==> config.mk <==
export PLATFORM = sky130hd
export DESIGN_NAME = flot_rec_check
export DESIGN_NICKNAME = d
export VERILOG_FILES = /design/src/rtl/flot_rec_pkg.sv /design/src/rtl/flot_rec_dly.sv /design/src/rtl/flot_rec_check.sv
export SDC_FILE = /design/constraint.sdc
export NUM_CORES = 2
export LEC_CHECK = 0
export CORE_MARGIN = 1
export CORE_UTILIZATION = 40
export CTS_CLUSTER_DIAMETER = 30
export DETAILED_ROUTE_END_ITERATION = 8
export PLACE_DENSITY = 0.67
export SLEW_MARGIN = 10
export SYNTH_ARGS = -nofsm -noshare
export SYNTH_HDL_FRONTEND = slang
export SYNTH_SLANG_ARGS = --single-unit
==> constraint.sdc <==
create_clock -name CLK -period 8.3 [get_ports CLK]
set_clock_uncertainty 0.15 [all_clocks]
set_input_delay 0.83 -clock CLK [delete_from_list [all_inputs] [get_ports CLK]]
set_output_delay 0.83 -clock CLK [all_outputs]
set_load 0.02 [all_outputs]
==> src/rtl/flot_rec_pkg.sv <==
// Shared defaults and float field helpers for the reciprocal result checker.
// Helpers take a 64-bit container so one definition serves any float width
// up to 64 bits; callers size the result back down with a cast.
package flot_rec_pkg;

  localparam int DEF_WIDTH     = 32;
  localparam int DEF_WIDTH_EXP = 8;
  localparam int DEF_WIDTH_MAT = 23;
  localparam int DEF_TOL_ULP   = 4;

  function automatic int bias_of(input int width_exp);
    return (1 << (width_exp - 1)) - 1;
  endfunction

  function automatic logic [63:0] low_mask(input int n);
    logic [63:0] m;
    m = '1;
    if (n < 64) m = ~({64{1'b1}} << n);
    return m;
  endfunction

  function automatic logic get_sign(input logic [63:0] x, input int width);
    logic [63:0] t;
    t = x >> (width - 1);
    return t[0];
  endfunction

  function automatic logic [63:0] get_exp(input logic [63:0] x, input int width_exp,
                                          input int width_mat);
    return (x >> width_mat) & low_mask(width_exp);
  endfunction

  function automatic logic [63:0] get_mat(input logic [63:0] x, input int width_mat);
    return x & low_mask(width_mat);
  endfunction

  function automatic logic is_zero(input logic [63:0] x, input int width);
    return (x & low_mask(width)) == 64'd0;
  endfunction

  // Exponent all-ones: infinity or NaN, nothing meaningful to check.
  function automatic logic is_special(input logic [63:0] x, input int width_exp,
                                      input int width_mat);
    return get_exp(x, width_exp, width_mat) == low_mask(width_exp);
  endfunction

endpackage

==> src/rtl/flot_rec_dly.sv <==
// CE-gated shift register; aligns operand-side data with the pipeline output.
module flot_rec_dly #(
  parameter int W     = 8,
  parameter int DEPTH = 1
) (
  input  logic         clk_i,
  input  logic         rst_ni,
  input  logic         ce_i,
  input  logic [W-1:0] d_i,
  output logic [W-1:0] q_o
);

  logic [W-1:0] sr_q [DEPTH];

  // Shift one place per enabled cycle; hold otherwise.
  always_ff @(posedge clk_i or negedge rst_ni) begin
    if (!rst_ni) begin
      for (int i = 0; i < DEPTH; i++) sr_q[i] <= '0;
    end else if (ce_i) begin
      sr_q[0] <= d_i;
      for (int i = 1; i < DEPTH; i++) sr_q[i] <= sr_q[i-1];
    end
  end

  assign q_o = sr_q[DEPTH-1];

endmodule

==> src/rtl/flot_rec_check.sv <==
// On-line checker for reciprocal pipelines: OP*result must be 1.0 within
// TOL_ULP. Optional first-failure capture is enabled by FLOT_REC_CHK_CAPTURE_EN.
module flot_rec_check
  import flot_rec_pkg::*;
#(
  parameter int WIDTH     = DEF_WIDTH,
  parameter int WIDTH_exp = DEF_WIDTH_EXP,
  parameter int WIDTH_mat = DEF_WIDTH_MAT,
  parameter int LATENCY   = 6,
  parameter int TOL_ULP   = DEF_TOL_ULP,
  parameter int CNT_W     = 16
) (
  input  logic             CLK,
  input  logic             nRST,
  input  logic             CE,
  input  logic             IN_VLD,
  input  logic [WIDTH-1:0] OP,
  input  logic             exce_in,
  input  logic [WIDTH-1:0] result,
  input  logic             exce_out,
  output logic             chk_vld,
  output logic             chk_err,
  output logic             err_sticky,
  output logic [CNT_W-1:0] pass_cnt,
  output logic [CNT_W-1:0] fail_cnt,
  output logic [CNT_W-1:0] skip_cnt
`ifdef FLOT_REC_CHK_CAPTURE_EN
  ,
  output logic [WIDTH-1:0] fail_op,
  output logic [WIDTH-1:0] fail_res,
  output logic [CNT_W-1:0] fail_idx
`endif
);

  localparam int MW   = WIDTH_mat + 1;
  localparam int PW   = 2 * MW;
  localparam int EW   = WIDTH_exp + 2;
  localparam int BIAS = bias_of(WIDTH_exp);
  localparam logic [EW-1:0] ESUM_ONE   = EW'(2 * BIAS);
  localparam logic [EW-1:0] ESUM_BELOW = EW'(2 * BIAS - 1);
  localparam logic [MW-1:0] TOL_V      = MW'(TOL_ULP);

  function automatic logic [CNT_W-1:0] sat_inc(input logic [CNT_W-1:0] c);
    return (&c) ? c : c + CNT_W'(1);
  endfunction

  logic [WIDTH+1:0] tail;
  logic             tail_vld, tail_ein;
  logic [WIDTH-1:0] tail_op;

  flot_rec_dly #(.W(WIDTH + 2), .DEPTH(LATENCY)) u_dly (
    .clk_i  (CLK),
    .rst_ni (nRST),
    .ce_i   (CE),
    .d_i    ({IN_VLD, exce_in, OP}),
    .q_o    (tail)
  );

  assign tail_vld = tail[WIDTH+1];
  assign tail_ein = tail[WIDTH];
  assign tail_op  = tail[WIDTH-1:0];

  logic [63:0]          op_x, res_x;
  logic [WIDTH_exp-1:0] e_op, e_res;
  logic [WIDTH_mat-1:0] m_op, m_res;
  logic                 skip_d, sgn_eq_d;
  logic [EW-1:0]        esum_d;
  logic [PW-1:0]        prod_d;

  assign op_x     = 64'(tail_op);
  assign res_x    = 64'(result);
  assign e_op     = WIDTH_exp'(get_exp(op_x, WIDTH_exp, WIDTH_mat));
  assign e_res    = WIDTH_exp'(get_exp(res_x, WIDTH_exp, WIDTH_mat));
  assign m_op     = WIDTH_mat'(get_mat(op_x, WIDTH_mat));
  assign m_res    = WIDTH_mat'(get_mat(res_x, WIDTH_mat));
  assign sgn_eq_d = get_sign(op_x, WIDTH) == get_sign(res_x, WIDTH);
  assign skip_d   = tail_ein | exce_out | is_zero(op_x, WIDTH)
                  | is_special(op_x, WIDTH_exp, WIDTH_mat);
  assign esum_d   = EW'(e_op) + EW'(e_res);
  assign prod_d   = PW'({1'b1, m_op}) * PW'({1'b1, m_res});

  logic             s1_vld_q, s1_skip_q, s1_sgn_eq_q;
  logic [EW-1:0]    s1_esum_q;
  logic [PW-1:0]    s1_prod_q;
`ifdef FLOT_REC_CHK_CAPTURE_EN
  logic [WIDTH-1:0] s1_op_q, s1_res_q;
`endif

  // Stage 1: register the mantissa product and exponent sum of the aligned pair.
  always_ff @(posedge CLK or negedge nRST) begin
    if (!nRST) begin
      s1_vld_q    <= 1'b0;
      s1_skip_q   <= 1'b0;
      s1_sgn_eq_q <= 1'b0;
      s1_esum_q   <= '0;
      s1_prod_q   <= '0;
`ifdef FLOT_REC_CHK_CAPTURE_EN
      s1_op_q     <= '0;
      s1_res_q    <= '0;
`endif
    end else if (CE) begin
      s1_vld_q    <= tail_vld;
      s1_skip_q   <= skip_d;
      s1_sgn_eq_q <= sgn_eq_d;
      s1_esum_q   <= esum_d;
      s1_prod_q   <= prod_d;
`ifdef FLOT_REC_CHK_CAPTURE_EN
      s1_op_q     <= tail_op;
      s1_res_q    <= result;
`endif
    end
  end

  logic [PW-1:0]        prod_n;
  logic [EW-1:0]        esum_n;
  logic [WIDTH_mat-1:0] frac_t;
  logic [MW-1:0]        err_ulp;
  logic                 pass_d, chk_err_d;

  // Stage 2: normalize, measure distance from 1.0 in ulps, decide pass/fail.
  // Below 1.0 the distance is taken against 2.0 in the lower binade's mantissa.
  always_comb begin
    prod_n  = s1_prod_q;
    esum_n  = s1_esum_q;
    err_ulp = '0;
    pass_d  = 1'b0;
    if (s1_prod_q[PW-1]) begin
      prod_n = s1_prod_q >> 1;
      esum_n = s1_esum_q + EW'(1);
    end
    frac_t = prod_n[PW-3 -: WIDTH_mat];
    if (esum_n == ESUM_ONE) begin
      err_ulp = {1'b0, frac_t};
      pass_d  = s1_sgn_eq_q && (err_ulp <= TOL_V);
    end else if (esum_n == ESUM_BELOW) begin
      err_ulp = (MW'(1) << WIDTH_mat) - {1'b0, frac_t};
      pass_d  = s1_sgn_eq_q && (err_ulp <= TOL_V);
    end
    chk_err_d = s1_vld_q & ~s1_skip_q & ~pass_d;
  end

  logic             chk_vld_q, chk_err_q, err_sticky_q;
  logic [CNT_W-1:0] pass_cnt_q, fail_cnt_q, skip_cnt_q;
`ifdef FLOT_REC_CHK_CAPTURE_EN
  logic [WIDTH-1:0] fail_op_q, fail_res_q;
  logic [CNT_W-1:0] fail_idx_q;
`endif

  // Result stage: strobe, saturating counters, sticky error and first-failure capture.
  always_ff @(posedge CLK or negedge nRST) begin
    if (!nRST) begin
      chk_vld_q    <= 1'b0;
      chk_err_q    <= 1'b0;
      err_sticky_q <= 1'b0;
      pass_cnt_q   <= '0;
      fail_cnt_q   <= '0;
      skip_cnt_q   <= '0;
`ifdef FLOT_REC_CHK_CAPTURE_EN
      fail_op_q    <= '0;
      fail_res_q   <= '0;
      fail_idx_q   <= '0;
`endif
    end else if (CE) begin
      chk_vld_q <= s1_vld_q;
      chk_err_q <= chk_err_d;
      if (s1_vld_q) begin
        if (s1_skip_q)   skip_cnt_q <= sat_inc(skip_cnt_q);
        else if (pass_d) pass_cnt_q <= sat_inc(pass_cnt_q);
        else             fail_cnt_q <= sat_inc(fail_cnt_q);
      end
      if (chk_err_d) err_sticky_q <= 1'b1;
`ifdef FLOT_REC_CHK_CAPTURE_EN
      if (chk_err_d && !err_sticky_q) begin
        fail_op_q  <= s1_op_q;
        fail_res_q <= s1_res_q;
        fail_idx_q <= pass_cnt_q + fail_cnt_q + skip_cnt_q;
      end
`endif
    end
  end

  // The strobe is held across CE-low cycles and shown on the next enabled cycle.
  assign chk_vld    = chk_vld_q & CE;
  assign chk_err    = chk_err_q & CE;
  assign err_sticky = err_sticky_q;
  assign pass_cnt   = pass_cnt_q;
  assign fail_cnt   = fail_cnt_q;
  assign skip_cnt   = skip_cnt_q;
`ifdef FLOT_REC_CHK_CAPTURE_EN
  assign fail_op    = fail_op_q;
  assign fail_res   = fail_res_q;
  assign fail_idx   = fail_idx_q;
`endif

endmodule
Yosys cells after proc, flatten, opt, wreduce, memory -nomap -nowiden
Cells that the tools add are included.
{"block": "classes", "n_reduce_logical": 10, "n_div": 0, "n_bitwise": 12, "addsub": 6, "mul": 1, "n_mux": 4, "n_shift": 0, "magnitude_cmp": 2, "eq_ne": 4}
{"op": "$logic_not 64->1", "n": 1}
{"op": "$add 16x1->16 const B", "n": 3}
{"op": "$mul 24x24->48", "n": 1}
{"op": "$reduce_and 16->1", "n": 3}
{"op": "$mux 46", "n": 1}
{"op": "$le 24x3->1 const B", "n": 1}
{"op": "$sub 24x23->24 const A", "n": 1}
{"op": "$le 23x3->1 const B", "n": 1}
{"op": "$eq 10x8->1 const B", "n": 2}
{"op": "$add 10x1->10 const B", "n": 1}
{"op": "$mux 10", "n": 1}
{"op": "$reduce_and 5->1", "n": 2}
{"op": "$add 8x8->9", "n": 1}
{"op": "$eq 8x8->1 const B", "n": 1}
{"op": "$not 1->1", "n": 5}
{"op": "$and 1x1->1", "n": 4}
{"op": "$reduce_and 4->1", "n": 1}
{"op": "$or 1x1->1", "n": 3}
{"op": "$logic_and 1x1->1", "n": 2}
{"op": "$mux 1", "n": 2}
{"op": "$reduce_and 2->1", "n": 1}
{"op": "$eq 1x1->1", "n": 1}
{"block": "totals", "rom_bits": 0, "elab_cells": 56, "n_memories": 0, "out_inout_bits": 51, "inputBits": 70, "latchBits": 0, "ramBits": 0, "regBits": 316}

Longest topological paths before layout
{"block": "logic_depth", "depth_word": 9, "ltp_mapped": 26, "mapped_depth_nobuf": 25}

Cells and area by module
A second synthesis with hierarchy kept.
{"block": "unflattened", "hier_cells": 3036, "hier_area_um2": 31199.9}
{"module": "flot_rec_check", "n_inst": 1, "area_each_um2": 23286.1, "cells_per_inst": 2571}
{"module": "flot_rec_dly", "n_inst": 1, "area_each_um2": 7913.8, "cells_per_inst": 465}

Least setup slack after synthesis
Ideal clock, no wire load.
{"block": "synth_path", "path_type": "input to register", "startpoint": "in result[12]", "endpoint": "reg s1_prod_q[44]", "path_stages": 26, "required_time_ns": 8.063, "setup_slack_ns": 0.827, "t_arrival_ns": 7.237, "path_cell_list": "clkbuf_1 > inv_1 > nor2_1 > fa_1 > inv_1 > fa_1 > inv_1 > fa_1 > inv_1 > fa_1 > inv_1 > fa_1 > fa_1 > inv_1 > fa_1 > inv_1 > ha_1 > a21oi_1 > o211ai_1 > a31oi_1 > nand3_1 > a221oi_1 > o21ai_0 > a41oi_1 > mux2_2 > o211ai_1"}
{"block": "synth_between", "elab_chain_len": 1}
{"element": "start: declaration", "line": "flot_rec_check.sv:19", "text": "input logic [WIDTH-1:0] result,"}
{"element": "$mul 24x24->48", "line": "flot_rec_check.sv:80", "text": "assign prod_d = PW'({1'b1, m_op}) * PW'({1'b1, m_res});"}
{"element": "end signal: assignment", "line": "flot_rec_check.sv:106", "text": "s1_prod_q <= prod_d;"}
{"element": "end: declaration", "line": "flot_rec_check.sv:84", "text": "logic [PW-1:0] s1_prod_q;"}
No other way between the ends.
A chain may end at the register's enable or synchronous reset.

Final worst setup path
{"block": "layout_path", "startpoint": "in result[5]", "endpoint": "reg s1_prod_q[44]"}
The elaborated chain is that of the path after synthesis.

==> summary.md <==
| Metric | Value |
|---|---|
| Worst skew pair latency | 0.58 ns |
| Sequential element share of the synthesized area | 23.8% |
| Leading area contributor after synthesis | fa_1 |
| Postcts setup bufs | 0 |
| Min Tclk post-route | 7.96 ns |
| Worst EP required | 8.63 ns |
| Vias | 21500 |
| Hold Fails Final Rpt | 0 |
| CP Data Arrival Time | 8.28 ns |
| Hold Path Class | in -> async |
| Final WL | 75200 um |
| Sequential standard cell area | 0.00731 mm2 |
| Overall Global Routing Usage | 20.1% |
| Setup crit end kind | register |
| Worst-Margin Slew | 1.19 ns |
| Router iterations before antenna repair | 5 |
| H-tree lvl count | 2 |
| Max_slew headroom | 20.1% |
| EDFF count, synth | 0 |
| Setup Crit Path Kind | in -> reg |
| NumNets Final | 3940 |
| Setup crit start | result[5] |
| Top cells by count, synth | 590 x inv_1, 482 x fa_1, 332 x nand2_1 |
| Core ar. | 0.0759 mm2 |
| Die width | 279 um |
| Synth top area share | 31.4% |
| Worst-case reg-to-reg path depth | 25 |
| Final setup violation count | 0 |
| Post-synthesis cell count | 3014 |
| Post-synth top flop | dfrtp_1 |
| Hpwl dp | 59900 um |
| Post-route DRC | 0 |
| #FFs+latches synth | 292 |
| IO Pins | 121 |
| Die footprint | 0.0779 mm2 |
| Distinct cells, synth | 66 |
| Chip Height | 279 um |
| Maxcap violations | 0 |
| Fill count | 7052 |
| Fraction of layout cells with a size suffix above 1 | 14.9% |
| Vias in the first global route | 23200 |
| Slew Viols, Final | 0 |
| YS warnings | 0 |
| CTS root buffer | clkbuf_16 |
| Initial Util | 40.4% |
| N_diodes | 0 |
| Worst R2R Start | u_dly.q_o[12]$_DFFE_PN0P_ |
| Syn avg cell area | 10.2 um2 |
| TritonCTS Sinks | 292 |
| Initial drt markers | 1133 |
| Vias per cell | 5.03 |
| Port buffer count | 120 |
| Longest Clk Path Bufs | 3 |
| Worst hold margin | 0.183 ns |
| Syn Std Cell Area | 0.0307 mm2 |
| Wirelength per Cell | 17.6 um |
| Status | finished, final reports clean |
| Most frequent cell after synthesis | inv_1 |
| Area grow syn2layout | 15.9% |
| Crit-path max FO | 9 |
| First-pass GRT wire length | 124000 um |
| Initial antenna violation count | 2 |
| Worst Setup Start Kind | primary input |
| Period utilization | 95.9% |
| Placement row count | 101 |
| Fmax | 126 MHz |
| Remaining antenna violation count | 0 |
| Gr ovfl total | 0 |
| RSZ-0062 raised after global routing | no |
| Post-synth ARST share | 100% |
| Leading post-synthesis cells by cell area | fa_1 31%, dfrtp_1 24%, mux2_2 8.3% |
| Clock-pin slew on the worst setup and hold paths | 0.05 ns |
| R2R Path End | s1_prod_q[44]$_DFFE_PN0P_ |
| Syn Nets | 3747 |
| GPL Wtd Cong | 0.914 |
| Largest net degree at the start of global routing | 119 |
| Slack of the worst reg-to-reg path | 0.37 ns |
| Multi-input gate area | 0.0206 mm2 |
| Total CTS buffers | 45 |
| CTS tree | done |
kinds of logic (layout without fill, tap and decap cells):
logic type | count (synthesis) | count (layout) | share of synthesized area, %
buffers and inverters | 727 | 957 | 8.96
multiplexers | 231 | 231 | 8.45
XOR/XNOR | 74 | 74 | 2.11
adder cells (fa/ha/maj) | 664 | 664 | 38.8
AND/OR/NAND/NOR | 837 | 837 | 13.8
flip-flops | 292 | 292 | 23.8
AO/OA/AOI/OAI | 189 | 189 | 4.06
final cells by class:
type                    count  area share (%)
clock buffers              51            3.28
multi-input cells        1995            58.0
inverters                 592            6.24
repair buffers            281            7.19
clock inverters            33            1.13
well taps                1030            3.62
flip-flops and latches    292            20.5
metrics by stage:
step	worst slack, ns	area (um2)	std cells	utilization, %	setup TNS (ns)
after floorplan	0.827	30700	3014	-	0
after global placement	-0.238	34000	4190	44.8	-0.689
after detailed placement	-0.195	34000	4190	44.8	-0.660
after CTS	0.360	35600	4274	46.9	0
after global routing	0.0141	35600	4274	46.9	0
final	0.344	35600	4274	46.9	0
repair_timing:
action                                  CTS  global route
gates resized for setup                   0             2
hold buffers                              0             0
endpoints found under the setup margin    0             2
cell usage in the layout (no fill, tap or decap), types with 57 or more instances in the layout:
master / netlist / layout
dfrtp_1: 292 / 292
nand3_1: 57 / 57
inv_1: 590 / 590
fa_1: 482 / 482
mux2_2: 225 / 225
buf_4: 0 / 150
clkdlybuf4s50_1: 0 / 118
nand2_1: 332 / 332
nor2_1: 67 / 67
ha_1: 181 / 181
and2_1: 242 / 242
worst max path at each step:
stage                                      endpoint  slack (ns)  cells after the start
final                     s1_prod_q[44]$_DFFE_PN0P_        0.34                     27
after CTS                 s1_prod_q[44]$_DFFE_PN0P_        0.36                     27
after global placement    s1_prod_q[44]$_DFFE_PN0P_       -0.24                     27
after detailed placement  s1_prod_q[44]$_DFFE_PN0P_       -0.19                     27
after floorplan           s1_prod_q[44]$_DFFE_PN0P_        0.83                     26
after global routing      s1_prod_q[47]$_DFFE_PN0P_        0.01                     28
critical path, stage by stage:
cell and delay [ns]:
clkdlybuf4s50_1 0.51, buf_12 0.16, nand2_1 0.08, fa_1 0.56, inv_1 0.05, fa_1 0.52
inv_1 0.05, fa_1 0.47, fa_1 0.52, inv_1 0.05, fa_1 0.49, fa_1 0.55
inv_1 0.06, fa_1 0.56, inv_1 0.05, ha_1 0.30, buf_4 0.16, a21oi_1 0.16
o211ai_1 0.12, a31oi_1 0.19, nand3_1 0.10, a221oi_1 0.39, buf_4 0.19, o21ai_0 0.23
a41oi_1 0.45, mux2_2 0.38, o211ai_1 0.08
sequential cells by signal (all words and copies together) (netlist names), 9 cells and up:
name,count
s1_prod_q,25
fail_cnt,16
pass_cnt,16
skip_cnt,16
u_dly.q_o,34
u_dly.sr_q,170
s1_esum_q,9
routing by layer:
metal | vias up | global-route usage (%) | routed length, um
li1 | 9753 | - | -
met3 | 181 | 3.32 | 4770
met4 | 0 | 8.44 | 3240
met1 | 10900 | 26.6 | 31900
met2 | 612 | 32.9 | 35300
met5 | - | 0 | 0
Power is not shown: default switching activity piles up to over one toggle a cycle in this logic, so the estimate is an artifact.
